File: src/rtl/mac_row_ws_os.sv
// -----------------------------------------------------------------------------
// mac_row_ws_os
//   One row of COL multiply-accumulate PEs. The row runs in one of two modes:
//   weight-stationary (WS) or output-stationary (OS).
//   - WS: weights are loaded into the PEs from the activation stream. An
//     execute token adds the product to the partial sum arriving on in_n.
//   - OS: the weight comes from in_n and the product is accumulated locally,
//     up to CNT_MAX times. os_drain then unloads all accumulators at once.
//
//   Optional feature: define MAC_ROW_WS_OS_SAT_EN to make WS additions and OS
//   accumulations saturate to the signed PSUM_BW range. Without it they wrap.
//
// Ports
//   clk         rising-edge clock
//   reset       asynchronous, active-high reset
//   os          mode select (0 = WS, 1 = OS); sampled only while idle
//   in_w        unsigned activation entering PE0
//   inst_w      bit0 = weight-load token (WS), bit1 = execute token
//   in_n        per-PE slice: WS partial sum / OS weight (low BW bits)
//   os_drain    single-cycle request to unload the OS accumulators
//   out_s       per-PE registered result
//   valid       per-PE result strobe
//   busy        high whenever the FSM is not IDLE
//   drain_err   one-cycle pulse when os_drain is rejected
//   dbg_state_o current FSM state, for observation only
//
// Output handshake: valid[i] is a one-cycle strobe with no back-pressure.
// out_s slice i carries a new result only in a cycle where valid[i] is high.
// In every other cycle out_s holds its last value.
// -----------------------------------------------------------------------------
module mac_row_ws_os #(
    parameter int BW      = 4,
    parameter int PSUM_BW = 16,
    parameter int COL     = 8,
    parameter int CNT_MAX = 72
) (
    input  logic                   clk,
    input  logic                   reset,
    input  logic                   os,
    input  logic [BW-1:0]          in_w,
    input  logic [1:0]             inst_w,
    input  logic [COL*PSUM_BW-1:0] in_n,
    input  logic                   os_drain,
    output logic [COL*PSUM_BW-1:0] out_s,
    output logic [COL-1:0]         valid,
    output logic                   busy,
    output logic                   drain_err,
    output logic [1:0]             dbg_state_o
);

    localparam int CNT_W  = $clog2(CNT_MAX + 1);
    localparam int IDLE_W = $clog2(COL + 1);

    typedef enum logic [1:0] {IDLE, WS_RUN, OS_ACC, OS_DRAIN} state_t;

    state_t              state_q, state_d;
    logic [IDLE_W-1:0]   idle_cnt_q, idle_cnt_d;
    logic                last_os_q;
    logic                drain_err_q;

    logic                mode_os, proc_en, clr_loaded, drain_ok, drain_go, any_tok;
    logic [COL-1:0]      cnt_full;
    logic [BW-1:0]       act_in   [COL];
    logic [1:0]          inst_in  [COL];
    logic [1:0]          inst_out [COL];

    // Zero-extended activation times signed weight, sign-extended to PSUM_BW.
    function automatic logic signed [PSUM_BW-1:0] prod_fn(input logic [BW-1:0] a,
                                                          input logic signed [BW-1:0] w);
        logic signed [2*BW:0] p;
        p = $signed({1'b0, a}) * w;
        return PSUM_BW'(p);
    endfunction

    function automatic logic signed [PSUM_BW-1:0] add_fn(input logic signed [PSUM_BW-1:0] a,
                                                         input logic signed [PSUM_BW-1:0] b);
        logic signed [PSUM_BW:0] s;
        s = {a[PSUM_BW-1], a} + {b[PSUM_BW-1], b};
`ifdef MAC_ROW_WS_OS_SAT_EN
        if (s[PSUM_BW] != s[PSUM_BW-1])
            return s[PSUM_BW] ? {1'b1, {(PSUM_BW-1){1'b0}}} : {1'b0, {(PSUM_BW-1){1'b1}}};
`endif
        return s[PSUM_BW-1:0];
    endfunction

    // While idle, the mode comes straight from os so that the first token is
    // processed in the same cycle as the transition out of IDLE.
    assign mode_os    = (state_q == IDLE) ? os : (state_q == OS_ACC);
    assign proc_en    = (state_q != OS_DRAIN);
    assign clr_loaded = (state_q == IDLE) && (inst_w != 2'b00) && (os != last_os_q);
    assign drain_ok   = (state_q == OS_ACC) && (&cnt_full);
    assign drain_go   = os_drain && drain_ok;

    assign act_in[0]  = in_w;
    assign inst_in[0] = (state_q == OS_DRAIN) ? 2'b00 : inst_w;

    always_comb begin
        any_tok = (inst_w != 2'b00);
        for (int i = 0; i < COL; i++) any_tok = any_tok | (|inst_out[i]);
    end

    always_comb begin
        state_d    = state_q;
        idle_cnt_d = '0;
        case (state_q)
            IDLE:     if (inst_w != 2'b00) state_d = os ? OS_ACC : WS_RUN;
            WS_RUN: begin
                if (!any_tok) begin
                    idle_cnt_d = idle_cnt_q + IDLE_W'(1);
                    if (idle_cnt_q == IDLE_W'(COL - 1)) state_d = IDLE;
                end
            end
            OS_ACC:   if (drain_go) state_d = OS_DRAIN;
            OS_DRAIN: state_d = IDLE;
            default:  state_d = IDLE;
        endcase
    end

    always_ff @(posedge clk or posedge reset) begin
        if (reset) begin
            state_q     <= IDLE;
            idle_cnt_q  <= '0;
            last_os_q   <= 1'b0;
            drain_err_q <= 1'b0;
        end else begin
            state_q     <= state_d;
            idle_cnt_q  <= idle_cnt_d;
            drain_err_q <= os_drain && !drain_ok;
            if ((state_q == IDLE) && (inst_w != 2'b00)) last_os_q <= os;
        end
    end

    assign busy        = (state_q != IDLE);
    assign drain_err   = drain_err_q;
    assign dbg_state_o = state_q;

    for (genvar i = 0; i < COL; i++) begin : g_pe
        logic signed [BW-1:0]      w_q, w_d;
        logic                      ld_q, ld_d, ld_eff;
        logic signed [PSUM_BW-1:0] acc_q, acc_d, out_q, out_d;
        logic [CNT_W-1:0]          cnt_q, cnt_d;
        logic                      vld_q, vld_d;
        logic [1:0]                fwd_q, fwd_d;
        logic [PSUM_BW-1:0]        n_slice;

        assign n_slice     = in_n[i*PSUM_BW +: PSUM_BW];
        assign cnt_full[i] = (cnt_q == CNT_W'(CNT_MAX));
        assign ld_eff      = clr_loaded ? 1'b0 : ld_q;

        always_comb begin
            w_d   = w_q;
            ld_d  = ld_eff;
            acc_d = acc_q;
            cnt_d = cnt_q;
            out_d = out_q;
            vld_d = 1'b0;
            fwd_d = inst_in[i];
            if (proc_en) begin
                if (mode_os) begin
                    fwd_d[0] = 1'b0;  // load tokens have no meaning in OS
                    if (inst_in[i][1] && !cnt_full[i]) begin
                        acc_d = add_fn(acc_q, prod_fn(act_in[i], $signed(n_slice[BW-1:0])));
                        cnt_d = cnt_q + CNT_W'(1);
                    end
                end else begin
                    // A load token is consumed by the first unloaded PE it meets.
                    if (inst_in[i][0] && !ld_eff) begin
                        w_d      = $signed(act_in[i]);
                        ld_d     = 1'b1;
                        fwd_d[0] = 1'b0;
                    end
                    if (inst_in[i][1]) begin
                        out_d = add_fn($signed(n_slice), prod_fn(act_in[i], w_q));
                        vld_d = 1'b1;
                    end
                end
            end
            if (drain_go) begin
                out_d = acc_q;
                vld_d = 1'b1;
            end
            if (state_q == OS_DRAIN) begin
                acc_d = '0;
                cnt_d = '0;
                fwd_d = 2'b00;
            end
        end

        always_ff @(posedge clk or posedge reset) begin
            if (reset) begin
                w_q   <= '0;
                ld_q  <= 1'b0;
                acc_q <= '0;
                cnt_q <= '0;
                out_q <= '0;
                vld_q <= 1'b0;
                fwd_q <= 2'b00;
            end else begin
                w_q   <= w_d;
                ld_q  <= ld_d;
                acc_q <= acc_d;
                cnt_q <= cnt_d;
                out_q <= out_d;
                vld_q <= vld_d;
                fwd_q <= fwd_d;
            end
        end

        assign out_s[i*PSUM_BW +: PSUM_BW] = out_q;
        assign valid[i]    = vld_q;
        assign inst_out[i] = fwd_q;

        if (i > 0) begin : g_link
            assign inst_in[i] = inst_out[i-1];
        end

        // The last PE has nobody to forward its activation to.
        if (i < COL - 1) begin : g_act
            logic [BW-1:0] act_q;
            always_ff @(posedge clk or posedge reset) begin
                if (reset) act_q <= '0;
                else       act_q <= act_in[i];
            end
            assign act_in[i+1] = act_q;
        end
    end

endmodule

File: config.mk
export PLATFORM = sky130hd
export DESIGN_NAME = mac_row_ws_os
export DESIGN_NICKNAME = d
export VERILOG_FILES = /design/src/rtl/mac_row_ws_os.sv
export SDC_FILE = /design/constraint.sdc
export NUM_CORES = 2
export LEC_CHECK = 0
export BUFFER_PORTS_ARGS = -buffer_cell sky130_fd_sc_hd__buf_4
export CORE_MARGIN = 2
export CORE_UTILIZATION = 30
export CTS_CLUSTER_DIAMETER = 200
export CTS_CLUSTER_SIZE = 24
export DETAILED_ROUTE_END_ITERATION = 7
export REMOVE_ABC_BUFFERS = 1
export SYNTH_ARGS = -nofsm -noshare
export SYNTH_HDL_FRONTEND = slang
export SYNTH_SLANG_ARGS = --single-unit
export TNS_END_PERCENT = 1
File: constraint.sdc
create_clock -name clk -period 18.9 [get_ports clk]
set_input_delay 3.78 -clock clk [delete_from_list [all_inputs] [get_ports clk]]
set_output_delay 3.78 -clock clk [all_outputs]
set_load 0.02 [all_outputs]
# ---- Yosys cells after proc, flatten, opt, wreduce, memory -nomap -nowiden
# Index checks and enable logic that the tools add are counted.
# W data, S select, Z words.
dict set report word_totals {
  reg_bits 412
  output_inout_bits 140
  word_cells 432
  input_bits 138
}
dict set report classes {
  n_addsub 25
  n_bitwise 9
  multipliers 16
  muxes 202
  n_eq_ne 19
  n_reduce_logical 94
}
# op n
set ops {}
lappend ops {{$mux W16} 64}
lappend ops {{$add A16 B9 Y16} 16}
lappend ops {{$mux W7} 32}
lappend ops {{$mul A5 B4 Y9} 16}
lappend ops {{$mux W1} 89}
lappend ops {{$reduce_and A3 Y1} 24}
lappend ops {{$add A7 B1 Y7 const B} 8}
lappend ops {{$eq A7 B7 Y1 const B} 8}
lappend ops {{$reduce_bool A2 Y1} 21}
lappend ops {{$mux W2} 14}
lappend ops {{$logic_and A1 B1 Y1} 21}
lappend ops {{$logic_not A1 Y1} 17}
lappend ops {{$reduce_or A2 Y1} 8}
lappend ops {{$mux W4} 2}
lappend ops {{$ne A2 B2 Y1 const B} 4}
lappend ops {{$or A1 B1 Y1} 8}
lappend ops {{$pmux W2 S4} 1}
lappend ops {{$reduce_and A8 Y1} 1}
lappend ops {{$add A4 B1 Y4 const B} 1}
lappend ops {{$eq A2 B2 Y1 const B} 2}
lappend ops {{$eq A4 B3 Y1 const B} 1}
lappend ops {{$ne A2 B1 Y1 const B} 2}
lappend ops {{$reduce_and A4 Y1} 1}
lappend ops {{$eq A2 B1 Y1 const B} 1}
lappend ops {{other kinds (3)} 3}

# ---- Longest topological paths before layout
dict set report logic_depth {
  ltp_word 11
  mapped_depth 17
  ltp_nobuf 17
}

# ---- Least setup slack after synthesis
# OpenSTA, ideal clock, no wires.
dict set report synth_timing {
  kind {input-to-reg}
  start {input in_n[3]}
  end {register g_pe[0].acc_q[15]}
  arrival_ns 7.560
  required_time_ns 18.774
  stages 16
  setup_slack_ns 11.214
  setup_time_ns 0.126
  path_buffers 0
  cell_sequence {inv_1 nor2_1 fa_1 fa_1 inv_1 fa_1 inv_1 ha_1 nand3_1 o22ai_1 o41ai_1 nor3_1 a2111oi_0 xnor2_1 nor3_1 a311o_1}
}
dict set report synth_between {
  elab_chain_len 6
}
# item line_no
set synth_rtl {}
lappend synth_rtl {{from (decl)} 42} ;# input logic [COL*PSUM_BW-1:0] in_n,
lappend synth_rtl {{$mul A5 B4 Y9} 71} ;# p = $signed({1'b0, a}) * w;
lappend synth_rtl {{$add A16 B9 Y16} 78} ;# s = {a[PSUM_BW-1], a} + {b[PSUM_BW-1], b};
lappend synth_rtl {{$mux W16} 161} ;# if (inst_in[i][1] && !cnt_full[i]) begin
lappend synth_rtl {{$mux W16} 159} ;# if (mode_os) begin
lappend synth_rtl {{$mux W16} 158} ;# if (proc_en) begin
lappend synth_rtl {{$mux W16} 182} ;# if (state_q == OS_DRAIN) begin
lappend synth_rtl {{to (signal assigned)} 193} ;# acc_q <= '0;
lappend synth_rtl {{to (signal assigned)} 201} ;# acc_q <= acc_d;
lappend synth_rtl {{to (decl)} 140} ;# logic signed [PSUM_BW-1:0] acc_q, acc_d, out_q, out_d;
# Every way passes these cells. The select of a mux whose other input is x is not followed.
# A chain may end at the register's enable or synchronous reset.

# ---- Final worst setup path
# Same ends and word-level chain as after synthesis.

==> qor.yml <==
fillers: 12000
synth_top_area_share_pct: 28.9
multi_input_area_sq_um: 23800
clock_power_share_pct: 11.2
ys_seq_elements: 412
gp_congestion: 0.830
groute.usage.overall_pct: 15.3
vias: 26700
cpPeakStageDelay_ns: 0.65
synth_edf_count: 0
worst_ep_required_time_ns: 19.37
final_common_cell: "ha_1"
critPathMostFrequentCell: "fa_1"
yosysTopAreaCell: "dfrtp_1"
layout-drive-gt1-share_pct: 10.0
ir_drop_mv: 0.0779
fin_crit_sh_pct: 41.1
period_needed_ns: 7.77
crit_chain: "buf_4 -> inv_1 -> fa_1 -> fa_1 -> fa_1 -> inv_1 -> ha_1 -> a21oi_1 -> o22ai_1 -> o41ai_1 -> nor3_1 -> a2111oi_0 -> xnor2_1 -> nor3_1 -> a311o_1"
coreArea_sq_um: 118000
dp_hpwl_microns: 72300
worstSetupStartpointType: "primary input"
start_util_pct: 30.3
synth_top_flop_cell: "dfrtp_1"
max-cap-violations: 0
drtIter0Drc: 1261
synth_area_leaders: "dfrtp_1, ha_1, fa_1"
switchingPower_mw: 2.27
drt-total-wl_microns: 93300
antenna_found_initial: 8
cts_tree: "yes"
holdCritStartpoint: "idle_cnt_q[0]"
postPlaceCellArea_sq_um: 39400
pwr-share-comb_pct: 59.1
whs_endpoint: "idle_cnt_q[0]"
cts_resized: 0
hold_violations: 0
crit_type: "primary input to register"
p_leak_nw: 20.3
crit_path_end_kind: "register"
p_seq_share_pct: 29.7
status: "finished, final reports clean"
pin_count: 278
yosysSeqAreaShare_pct: 28.9
die_area_sq_um: 122000
synth_cells: 3623
ant_nets: 0
ys_types: 74
max_freq_mhz: 129
clk_latency_ns: 0.59
cts_setup_buffers: 0
final.setup_skew_ns: 0.0381
die_h_microns: 349
grt_max_degree: 88
grt_setup_unrepaired: "false"
grt_first_pass_wirelength_microns: 150000
cts_hold_buffers: 0
p_per_area_nw_per_um2: 123
setup_viol: 0
worstPathArrival_ns: 8.25
syn_area_sq_um: 35700
finalSetupTns_ns: 0
port-buffer-count: 277
drv_slew: 0
cts_sinks: 412
reg2reg_depth: 16
dr.pass1.iters: 5
regArea_sq_um: 10300
cts_buffer_depth: 3
crit_path_max_fanout: 10
yosys_warnings: 0
holdPathStages: 1
p_int_mw: 2.64
cts_buffers: 21
viasPerCell: 4.95
rrSetupSlack_ns: 14.01
num_rows: 126
drc: 0
design_area_sq_um: 40000
reg2reg_to: "g_pe[7].out_q[15]"
syn_to_final_growth_pct: 12.0
final_cell_mix: "ha_1, dfrtp_1, inv_1"
crit_path_top_delay_cell: "o41ai_1"
hold_class: "register to register"
grt_pass1_vias: 27600
syn_area_per_cell_sq_um: 9.86
final_nets: 4802
switching_share_pct: 46.2
worst_pin_slew_ns: 1.14
synthArstFlopShare_pct: 100
chipWidth_microns: 349
htreeDepth: 1
slew_headroom_pct: 23.7
path_clk_slew_ns: 0.11
grt_overflow: 0
worstReg2RegStart: "g_pe[7].w_q[3]"
cts-root-buf: "clkbuf_16"
wl_per_cell_microns: 17.3
[worst max path at each step]
stage / start / endpoint / slack, ns / cells past startpoint
after floorplan: reset / dbg_state_o[0] / 3.66 / 1
after global placement: in_n[3] / g_pe[0].acc_q[15] / 10.71 / 17
after detailed placement: in_n[3] / g_pe[0].acc_q[15] / 10.53 / 17
after CTS: in_n[3] / g_pe[0].acc_q[15] / 11.20 / 17
after global routing: in_n[3] / g_pe[0].acc_q[15] / 10.86 / 17
final: in_n[3] / g_pe[0].acc_q[15] / 11.13 / 15
[cells in the mapped netlist (27+ instances only)]
| library cell | instances |
|---|---|
| a211oi_1 | 32 |
| fa_1 | 176 |
| xor2_1 | 110 |
| and2_1 | 157 |
| nand3_1 | 127 |
| mux2_2 | 36 |
| nand4_1 | 27 |
| a22o_1 | 40 |
| nand2_1 | 241 |
| inv_1 | 317 |
| clkbuf_1 | 60 |
| nor2b_1 | 29 |
| nor2_1 | 195 |
| a22oi_1 | 67 |
| nand2b_1 | 45 |
| a21o_1 | 56 |
| a221o_1 | 29 |
| a21oi_1 | 138 |
| nor3_1 | 43 |
| xnor2_1 | 124 |
| dfrtp_1 | 412 |
| ha_1 | 641 |
| o21ai_0 | 210 |
[worst max-delay path: cells and delay by family]
family,cells,cell delay [ns]
adders and majority gates,4,1.82
xor gates and xnor gates,1,0.20
and+or+nand+nor,2,0.16
AOI/OAI and AO/OA,5,1.87
buffers and inverters,3,0.41
[through the flow]
stage	std cells	worst slack [ns]	util (%)	power, mW	hold slack (ns)
2_1_floorplan	3525	3.66	-	3.45	0.432
3_5_place_dp	5360	10.53	33.4	4.40	0.465
6_report	5386	11.13	33.9	4.91	0.476
3_3_place_gp	5360	10.71	33.4	4.34	0.453
4_1_cts	5383	11.20	33.9	4.99	0.484
5_1_grt	5384	10.86	33.9	5.42	0.512
[power groups by stage]
stage	clock network [mW]	logic, mW	registers (mW)
4_1_cts	0.587	2.94	1.46
3_3_place_gp	0	2.86	1.48
5_1_grt	0.609	3.31	1.50
6_report	0.549	2.90	1.46
3_5_place_dp	0	2.92	1.48
2_1_floorplan	0	1.92	1.53
[state kept, by name (all words and copies together) (netlist names)]
| name | flops |
|---|---|
| g_pe.vld_q | 8 |
| g_pe.ld_q | 8 |
| dbg_state_o | 2 |
| g_pe.out_q | 128 |
| drain_err | 1 |
| g_pe.cnt_q | 56 |
| last_os_q | 1 |
| g_pe.acc_q | 128 |
| g_pe.g_act.act_q | 28 |
| g_pe.w_q | 32 |
| g_pe.fwd_q | 16 |
| idle_cnt_q | 4 |
[final cells by class]
cell class	instances	share of cell area, %
multi-input combinational	2796	59.4
sequential	412	25.8
timing repair buffer	299	5.61
tap	1536	4.80
inverter	317	2.99
clock buffer	21	1.31
clock inverter	2	0.116
antenna	3	0.0188
[cells by family (layout without fill, tap and decap cells)]
logic type               after synthesis  in the layout  synth area share, %
AND/OR/NAND/NOR                      945            945                 13.1
adder cells (fa/ha/maj)              817            817                 32.3
AO/OA/AOI/OAI                        762            762                 14.1
buffers and inverters                415            639                 4.75
flip-flops                           412            412                 28.9
XOR/XNOR                             234            234                 5.74
multiplexers                          38             38                 1.19
other                                  0              3                    0
[metal layers]
metal	global-route usage [%]	part of all wire, %	wire, microns
met1	19.9	46	42500
met3	2.88	5.1	4750
met2	26.8	48	44500
met4	2.42	1.6	1450
met5	0	0.074	69
No activity file was read; power rests on OpenSTA's default activity.
